===== src/rtl/duty_ramp.sv =====
// -----------------------------------------------------------------------------
// duty_ramp
//
// Walks a PWM duty value from its current setting toward a commanded target,
// one step at a time. Steps land only on PWM period boundaries, so a
// downstream pwm that shares clk_i/rst_n never sees a duty change mid-period.
//
// A free-running WIDTH-bit period counter mirrors the phase of that
// downstream pwm. Period end (PE) is the cycle in which the counter reads
// all-ones. Every PE seen while ramping advances an interval counter. When
// the interval counter reaches the latched interval, that PE becomes a step
// event and duty_o moves by the latched step. The move is clamped at the
// target in both directions.
//
// Parameters
//   WIDTH : duty / period-counter resolution in bits
//   IW    : interval (PWM periods per step) width in bits
//
// Ports
//   clk_i            in   clock; every state change is on its rising edge
//   rst_n            in   asynchronous active-low reset
//   valid_i          in   command valid
//   ready_o          out  block can accept a command (IDLE)
//   target_i         in   final duty value of the commanded ramp
//   step_i           in   duty increment per step (0 acts as 1)
//   interval_i       in   PWM periods between steps (0 acts as 1)
//   duty_o           out  registered duty for the downstream pwm
//   busy_o           out  ramp in progress (RAMP)
//   done_o           out  one-cycle pulse as the ramp completes
//   dbg_state        out  FSM state (0 = IDLE, 1 = RAMP)
//   dbg_period       out  period counter value
//   dbg_interval_cnt out  interval counter value
// -----------------------------------------------------------------------------
module duty_ramp #(
   parameter int WIDTH = 8,
   parameter int IW    = 8
) (
   input  logic             clk_i,
   input  logic             rst_n,
   input  logic             valid_i,
   output logic             ready_o,
   input  logic [WIDTH-1:0] target_i,
   input  logic [WIDTH-1:0] step_i,
   input  logic [IW-1:0]    interval_i,
   output logic [WIDTH-1:0] duty_o,
   output logic             busy_o,
   output logic             done_o,
   output logic             dbg_state,
   output logic [WIDTH-1:0] dbg_period,
   output logic [IW-1:0]    dbg_interval_cnt
);

   localparam logic [WIDTH-1:0] W_ONE  = WIDTH'(1);
   localparam logic [IW-1:0]    IW_ONE = IW'(1);

   typedef enum logic {
      ST_IDLE = 1'b0,
      ST_RAMP = 1'b1
   } state_t;

   state_t state;
   state_t state_nxt;

   logic [WIDTH-1:0] period_cnt;
   logic [IW-1:0]    interval_cnt;
   logic [WIDTH-1:0] target_q;
   logic [WIDTH-1:0] step_q;
   logic [IW-1:0]    interval_q;

   logic             pe;
   logic             accept;
   logic             at_target;
   logic             ramp_pe;
   logic             step_evt;
   logic [IW-1:0]    interval_last;
   logic [WIDTH:0]   sum_wide;
   logic [WIDTH-1:0] dist_down;
   logic [WIDTH-1:0] duty_up;
   logic [WIDTH-1:0] duty_down;
   logic [WIDTH-1:0] duty_step;

   // Handshake: a command transfers on a rising edge where valid_i and
   // ready_o are both 1. ready_o depends only on state, never on valid_i.
   // The command fields are sampled on that edge alone. A valid_i held
   // during RAMP has no effect and is not queued.
   assign accept = valid_i && ready_o;

   // ---------------------------------------------------------------------
   // Period counter: free running, including in IDLE, so its phase always
   // matches the downstream pwm.
   // ---------------------------------------------------------------------
   always_ff @(posedge clk_i or negedge rst_n) begin
      if (!rst_n) begin
         period_cnt <= '0;
      end else begin
         period_cnt <= period_cnt + W_ONE;
      end
   end

   assign pe = (period_cnt == {WIDTH{1'b1}});

   // ---------------------------------------------------------------------
   // FSM: state register
   // ---------------------------------------------------------------------
   always_ff @(posedge clk_i or negedge rst_n) begin
      if (!rst_n) begin
         state <= ST_IDLE;
      end else begin
         state <= state_nxt;
      end
   end

   // ---------------------------------------------------------------------
   // FSM: next state
   // Reaching the target always wins over a coincident step event. A ramp
   // whose target already equals duty_o therefore finishes one cycle after
   // the accept, with duty_o untouched.
   // ---------------------------------------------------------------------
   always_comb begin
      state_nxt = state;
      case (state)
         ST_IDLE: if (valid_i)   state_nxt = ST_RAMP;
         ST_RAMP: if (at_target) state_nxt = ST_IDLE;
         default:                state_nxt = ST_IDLE;
      endcase
   end

   // ---------------------------------------------------------------------
   // FSM: outputs
   // ---------------------------------------------------------------------
   always_comb begin
      ready_o = 1'b0;
      busy_o  = 1'b0;
      case (state)
         ST_IDLE: ready_o = 1'b1;
         ST_RAMP: busy_o  = 1'b1;
         default: ready_o = 1'b1;
      endcase
   end

   // ---------------------------------------------------------------------
   // Command latch. Zero step or interval would stall the ramp forever, so
   // both are promoted to 1 as they are captured.
   // ---------------------------------------------------------------------
   always_ff @(posedge clk_i or negedge rst_n) begin
      if (!rst_n) begin
         target_q   <= '0;
         step_q     <= '0;
         interval_q <= '0;
      end else if (accept) begin
         target_q   <= target_i;
         step_q     <= (step_i == '0) ? W_ONE : step_i;
         interval_q <= (interval_i == '0) ? IW_ONE : interval_i;
      end
   end

   // ---------------------------------------------------------------------
   // Step timing. PEs are counted only while there is still distance to
   // cover. The counter restarts on every step event, so consecutive steps
   // are exactly interval_q periods apart.
   // ---------------------------------------------------------------------
   assign at_target     = (duty_o == target_q);
   assign ramp_pe       = (state == ST_RAMP) && !at_target && pe;
   assign interval_last = interval_q - IW_ONE;
   assign step_evt      = ramp_pe && (interval_cnt == interval_last);

   always_ff @(posedge clk_i or negedge rst_n) begin
      if (!rst_n) begin
         interval_cnt <= '0;
      end else if (accept) begin
         interval_cnt <= '0;
      end else if (ramp_pe) begin
         if (step_evt) begin
            interval_cnt <= '0;
         end else begin
            interval_cnt <= interval_cnt + IW_ONE;
         end
      end
   end

   // ---------------------------------------------------------------------
   // Duty arithmetic. Upward moves use one extra bit so that a large step
   // cannot wrap past the top of the range before the clamp. Downward moves
   // compare the step with the remaining distance (duty_o - target_q). That
   // distance is only used when duty_o > target_q, so it cannot underflow.
   // ---------------------------------------------------------------------
   assign sum_wide  = {1'b0, duty_o} + {1'b0, step_q};
   assign duty_up   = (sum_wide > {1'b0, target_q}) ? target_q
                                                    : sum_wide[WIDTH-1:0];
   assign dist_down = duty_o - target_q;
   assign duty_down = (step_q >= dist_down) ? target_q : (duty_o - step_q);
   assign duty_step = (duty_o < target_q) ? duty_up : duty_down;

   // duty_o moves only on the edge that closes a PE cycle. The new value is
   // therefore first seen at period count 0 of the next PWM period.
   always_ff @(posedge clk_i or negedge rst_n) begin
      if (!rst_n) begin
         duty_o <= '0;
      end else if (step_evt) begin
         duty_o <= duty_step;
      end
   end

   // done_o is high in the first IDLE cycle after a completed ramp. Reset
   // clears it, so an aborted ramp never pulses it.
   always_ff @(posedge clk_i or negedge rst_n) begin
      if (!rst_n) begin
         done_o <= 1'b0;
      end else begin
         done_o <= (state == ST_RAMP) && at_target;
      end
   end

   assign dbg_state        = state;
   assign dbg_period       = period_cnt;
   assign dbg_interval_cnt = interval_cnt;

endmodule


===== config.mk =====
export PLATFORM = sky130hd
export DESIGN_NAME = duty_ramp
export DESIGN_NICKNAME = d
export VERILOG_FILES = /design/src/rtl/duty_ramp.sv
export SDC_FILE = /design/constraint.sdc
export NUM_CORES = 1
export LEC_CHECK = 0
export CAP_MARGIN = 40
export CORE_MARGIN = 1.5
export CORE_UTILIZATION = 56
export DETAILED_ROUTE_END_ITERATION = 7
export GPL_TIMING_DRIVEN = 1
export HOLD_SLACK_MARGIN = 0.02
export MAX_ROUTING_LAYER = met4
export PLACE_DENSITY = 0.82
export SLEW_MARGIN = 20
export SYNTH_ARGS = -nofsm -noshare
export SYNTH_HDL_FRONTEND = slang
export SYNTH_SLANG_ARGS = --single-unit

===== constraint.sdc =====
create_clock -name clk_i -period 3.9 [get_ports clk_i]
set_input_delay 0.78 -clock clk_i [delete_from_list [all_inputs] [get_ports clk_i]]
set_output_delay 0.78 -clock clk_i [all_outputs]
set_load 0.005 [all_outputs]

==> insert_results.sql <==
INSERT INTO impl_metrics (metric_group, metric, value, unit) VALUES
('sta', 'slew_violations', '0', ''),
('synthesis', 'synth_area_per_cell', '8.88', 'µm²'),
('clocking', 'cts_clk_pin_slew_worst_paths', '100', 'ps'),
('synthesis', 'synth_ff_type', 'sky130_fd_sc_hd__dfrtp_1', ''),
('synthesis', 'yosys-mux-area-fraction', '0.00981', ''),
('sta', 'post-route-min-period', '3780', 'ps'),
('synthesis', 'synth_compound_area_frac', '0.199', ''),
('cells_and_area', 'n_fill_cell', '504', ''),
('route', 'drc', '2', ''),
('sta', 'slew_headroom', '0.544', ''),
('worst_setup_path', 'worst-r2r-cell-count', '13', ''),
('cells_and_area', 'synthToLayoutAreaGrowth', '19.7', '%'),
('synthesis', 'synthAdderAreaFrac', '0.153', ''),
('cells_and_area', 'final_common_cell', 'sky130_fd_sc_hd__nand2_1', ''),
('power', 'finalPower', '0.00123', 'W'),
('route', 'antenna_violating_nets_remaining', '0', ''),
('clocking', 'clock_insertion_delay_worst_skew', '320', 'ps'),
('clocking', 'cts_num_sinks', '50', ''),
('grt', 'initial_antenna_violation_count', '0', ''),
('sta', 'max_slew.worst_pin.slew', '683', 'ps'),
('worst_setup_path', 'worstPathCellList', 'buf_4 > fa_1 > a21oi_4 > o21bai_1 > xnor2_1 > ha_1 > nand4_1 > o21ai_1 > a21oi_1 > o311a_2 > and3b_1 > a2111oi_1 > mux2_2', ''),
('synthesis', 'synth_top_family_by_area', 'compound AO/OA/AOI/OAI gates', ''),
('synthesis', 'synth-xor-area-share', '0.0686', ''),
('status', 'failed_checks', 'DRC', ''),
('floorplanning', 'floorplan.initialDensity', '0.593', ''),
('synthesis', 'synth_enable_flop_cells', '0', ''),
('route', 'route.detailed.wl_per_inst', '16.7', 'µm'),
('place', 'globalplace.congestion', '0.895', ''),
('clocking', 'numCtsBuffers', '5', ''),
('cells_and_area', 'layout_common_cells', 'sky130_fd_sc_hd__nand2_1 (58), sky130_fd_sc_hd__clkdlybuf4s50_1 (53), sky130_fd_sc_hd__dfrtp_1 (50), sky130_fd_sc_hd__ha_1 (41), sky130_fd_sc_hd__inv_1 (35)', ''),
('worst_setup_path', 'timing_worst_setup_path_type', 'reg -> reg', ''),
('floorplanning', 'dieArea', '0.00734', 'mm²'),
('power', 'leakage', '2.07', 'nW'),
('synthesis', 'netlist_instances', '431', ''),
('synthesis', 'synth_register_bits', '50', ''),
('job', 'cap_viol_max_count', '0', ''),
('floorplanning', 'die_x', '85.7', 'µm'),
('power', 'cellPowerDensity', '268', 'mW/mm²'),
('power', 'vdd.ir_drop.worst', '0.181', 'mV'),
('route', 'postRouteWirelength', '9410', 'µm'),
('synthesis', 'yosys.area_share.simple', '0.187', ''),
('sta', 'final.hold.worst_slack', '419', 'ps'),
('worst_setup_path', 'timing.critical_path.slowest_stage_cell', 'sky130_fd_sc_hd__fa_1', ''),
('synthesis', 'synth_cell_type_count', '70', ''),
('place', 'port-buffer-count', '54', ''),
('sta', 'finalHoldViolCount', '0', ''),
('grt', 'grt_overflow_total', '0', ''),
('worst_setup_path', 'worstPathArrival', '4040', 'ps'),
('cells_and_area', 'antennaDiodeCount', '0', ''),
('grt', 'grt.total_usage', '0.279', ''),
('worst_setup_path', 'register_to_register_setup_slack', '120', 'ps'),
('sta', 'post-route-period-util', '0.968', ''),
('grt', 'number_of_global_route_vias_before_repair', '3359', ''),
('sta', 'rsz0062_at_grt', 'no', ''),
('place', 'post_dp_cell_area', '0.00445', 'mm²'),
('worst_setup_path', 'reg2reg_from', 'duty_o[1]', ''),
('sta', 'final_setup_violation_count', '0', ''),
('cells_and_area', 'fin_area', '0.00458', 'mm²'),
('clocking', 'cts-root-to-sink-buffers', '2', ''),
('synthesis', 'syn_nets', '503', ''),
('worst_setup_path', 'r2r_end', 'duty_o[1]', ''),
('synthesis', 'synth_area', '0.00383', 'mm²'),
('worst_setup_path', 'crit_required', '4170', 'ps'),
('worst_setup_path', 'crit_path_max_fanout', '10', ''),
('floorplanning', 'io-pin-count', '55', ''),
('sta', 'clock-skew-final', '10.7', 'ps'),
('route', 'first_pass_iters', '6', ''),
('status', 'status', 'complete, but fails checks', ''),
('route', 'dr_total_vias', '3395', ''),
('clocking', 'cts_root_buf', 'sky130_fd_sc_hd__clkbuf_8', ''),
('sta', 'timing.fmax', '265', 'MHz');
## worst max-delay path: cells and delay by family, from the launching register on
kind	cells	cell delay (ps)
and+or+nand+nor	2	390
xor gates and xnor gates	1	180
adders and majority gates	2	830
DFF	1	470
muxes	1	230
buffers and inverters	1	190
AOI/OAI and AO/OA	6	1430
## cells by family (layout without fill, tap and decap cells)
| family | count (synthesis) | count (layout) |
|---|---|---|
| xor gates and xnor gates | 30 | 30 |
| DFF | 50 | 50 |
| adders and majority gates | 45 | 45 |
| and+or+nand+nor | 146 | 146 |
| muxes | 3 | 3 |
| buffers and inverters | 51 | 107 |
| AOI/OAI and AO/OA | 106 | 106 |
## synth_stat cells (3+ instances only)
master	number	area, µm²
sky130_fd_sc_hd__nand2_1	58	218
sky130_fd_sc_hd__dfrtp_1	50	1250
sky130_fd_sc_hd__ha_1	42	526
sky130_fd_sc_hd__inv_1	35	131
sky130_fd_sc_hd__o21ai_0	33	165
sky130_fd_sc_hd__nor2_1	23	86.3
sky130_fd_sc_hd__a21oi_1	17	85.1
sky130_fd_sc_hd__xnor2_1	17	149
sky130_fd_sc_hd__nand3_1	13	65.1
sky130_fd_sc_hd__xor2_1	13	114
sky130_fd_sc_hd__nor3_1	11	55.1
sky130_fd_sc_hd__nor2b_1	7	43.8
sky130_fd_sc_hd__a221oi_1	6	52.6
sky130_fd_sc_hd__clkbuf_1	6	22.5
sky130_fd_sc_hd__o21a_1	6	45.0
sky130_fd_sc_hd__o21bai_1	6	45.0
sky130_fd_sc_hd__nand4_1	5	31.3
sky130_fd_sc_hd__nand2b_1	4	25.0
sky130_fd_sc_hd__or4_1	4	30.0
sky130_fd_sc_hd__a31oi_1	3	18.8
sky130_fd_sc_hd__clkbuf_2	3	15.0
sky130_fd_sc_hd__fa_1	3	60.1
sky130_fd_sc_hd__nor4_1	3	18.8
sky130_fd_sc_hd__o211ai_1	3	22.5
## through the flow
| step | setup slack [ps] | instances | util |
|---|---|---|---|
| global placement | 145 | 556 | 0.689 |
| finish | 123 | 564 | 0.709 |
| detailed placement | 4.62 | 556 | 0.689 |
| global route | 0.0329 | 564 | 0.709 |
| floorplan | 463 | 431 | - |
| CTS | 123 | 564 | 0.707 |
## registers in the layout, indices dropped and copies added (netlist names)
name / cells
interval_q: 8
dbg_interval_cnt: 8
step_q: 8
target_q: 8
done_o: 1
dbg_state: 1
duty_o: 8
dbg_period: 8
## report_power, final
group,switching [W],internal (W)
Combinational,0.000142,0.000133
Sequential,0.0000322,0.000542
Clock,0.000187,0.000189
Total,0.000362,0.000863
## routing by layer
metal | up-vias | track usage | wire [µm]
met4 | 0 | 0.0909 | 238
li1 | 1624 | - | -
met2 | 124 | 0.455 | 4510
met5 | - | - | 0
met3 | 24 | 0.0414 | 608
met1 | 1623 | 0.359 | 4050
## repair_timing
item	4_1_cts	5_1_grt
setup endpoints to repair	1	7
endpoints found under the hold margin	0	0
resized for setup	1	6
buffers inserted	0	0
## cell type report
| cell class | count | area (µm²) | share of cell area |
|---|---|---|---|
| Clock inverter | 3 | 40.0 | 0.00874 |
| Timing Repair Buffer | 62 | 596 | 0.130 |
| Clock buffer | 5 | 68.8 | 0.0150 |
| Inverter | 37 | 139 | 0.0303 |
| Sequential cell | 50 | 1250 | 0.273 |
| Multi-Input combinational cell | 330 | 2390 | 0.522 |
| Tap cell | 77 | 96.3 | 0.0210 |
## worst max path at each step
stage / start / to / slack (ps) / depth (start not counted)
final: duty_o[1] / duty_o[1] / 120 / 13
after global routing: duty_o[1] / duty_o[5] / 0.03 / 13
after CTS: duty_o[2] / duty_o[6] / 120 / 14
after detailed placement: duty_o[2] / duty_o[6] / 5 / 14
after global placement: duty_o[2] / duty_o[6] / 140 / 14
after floorplan: duty_o[1] / duty_o[6] / 460 / 17
No activity file was read; power rests on OpenSTA's default activity.
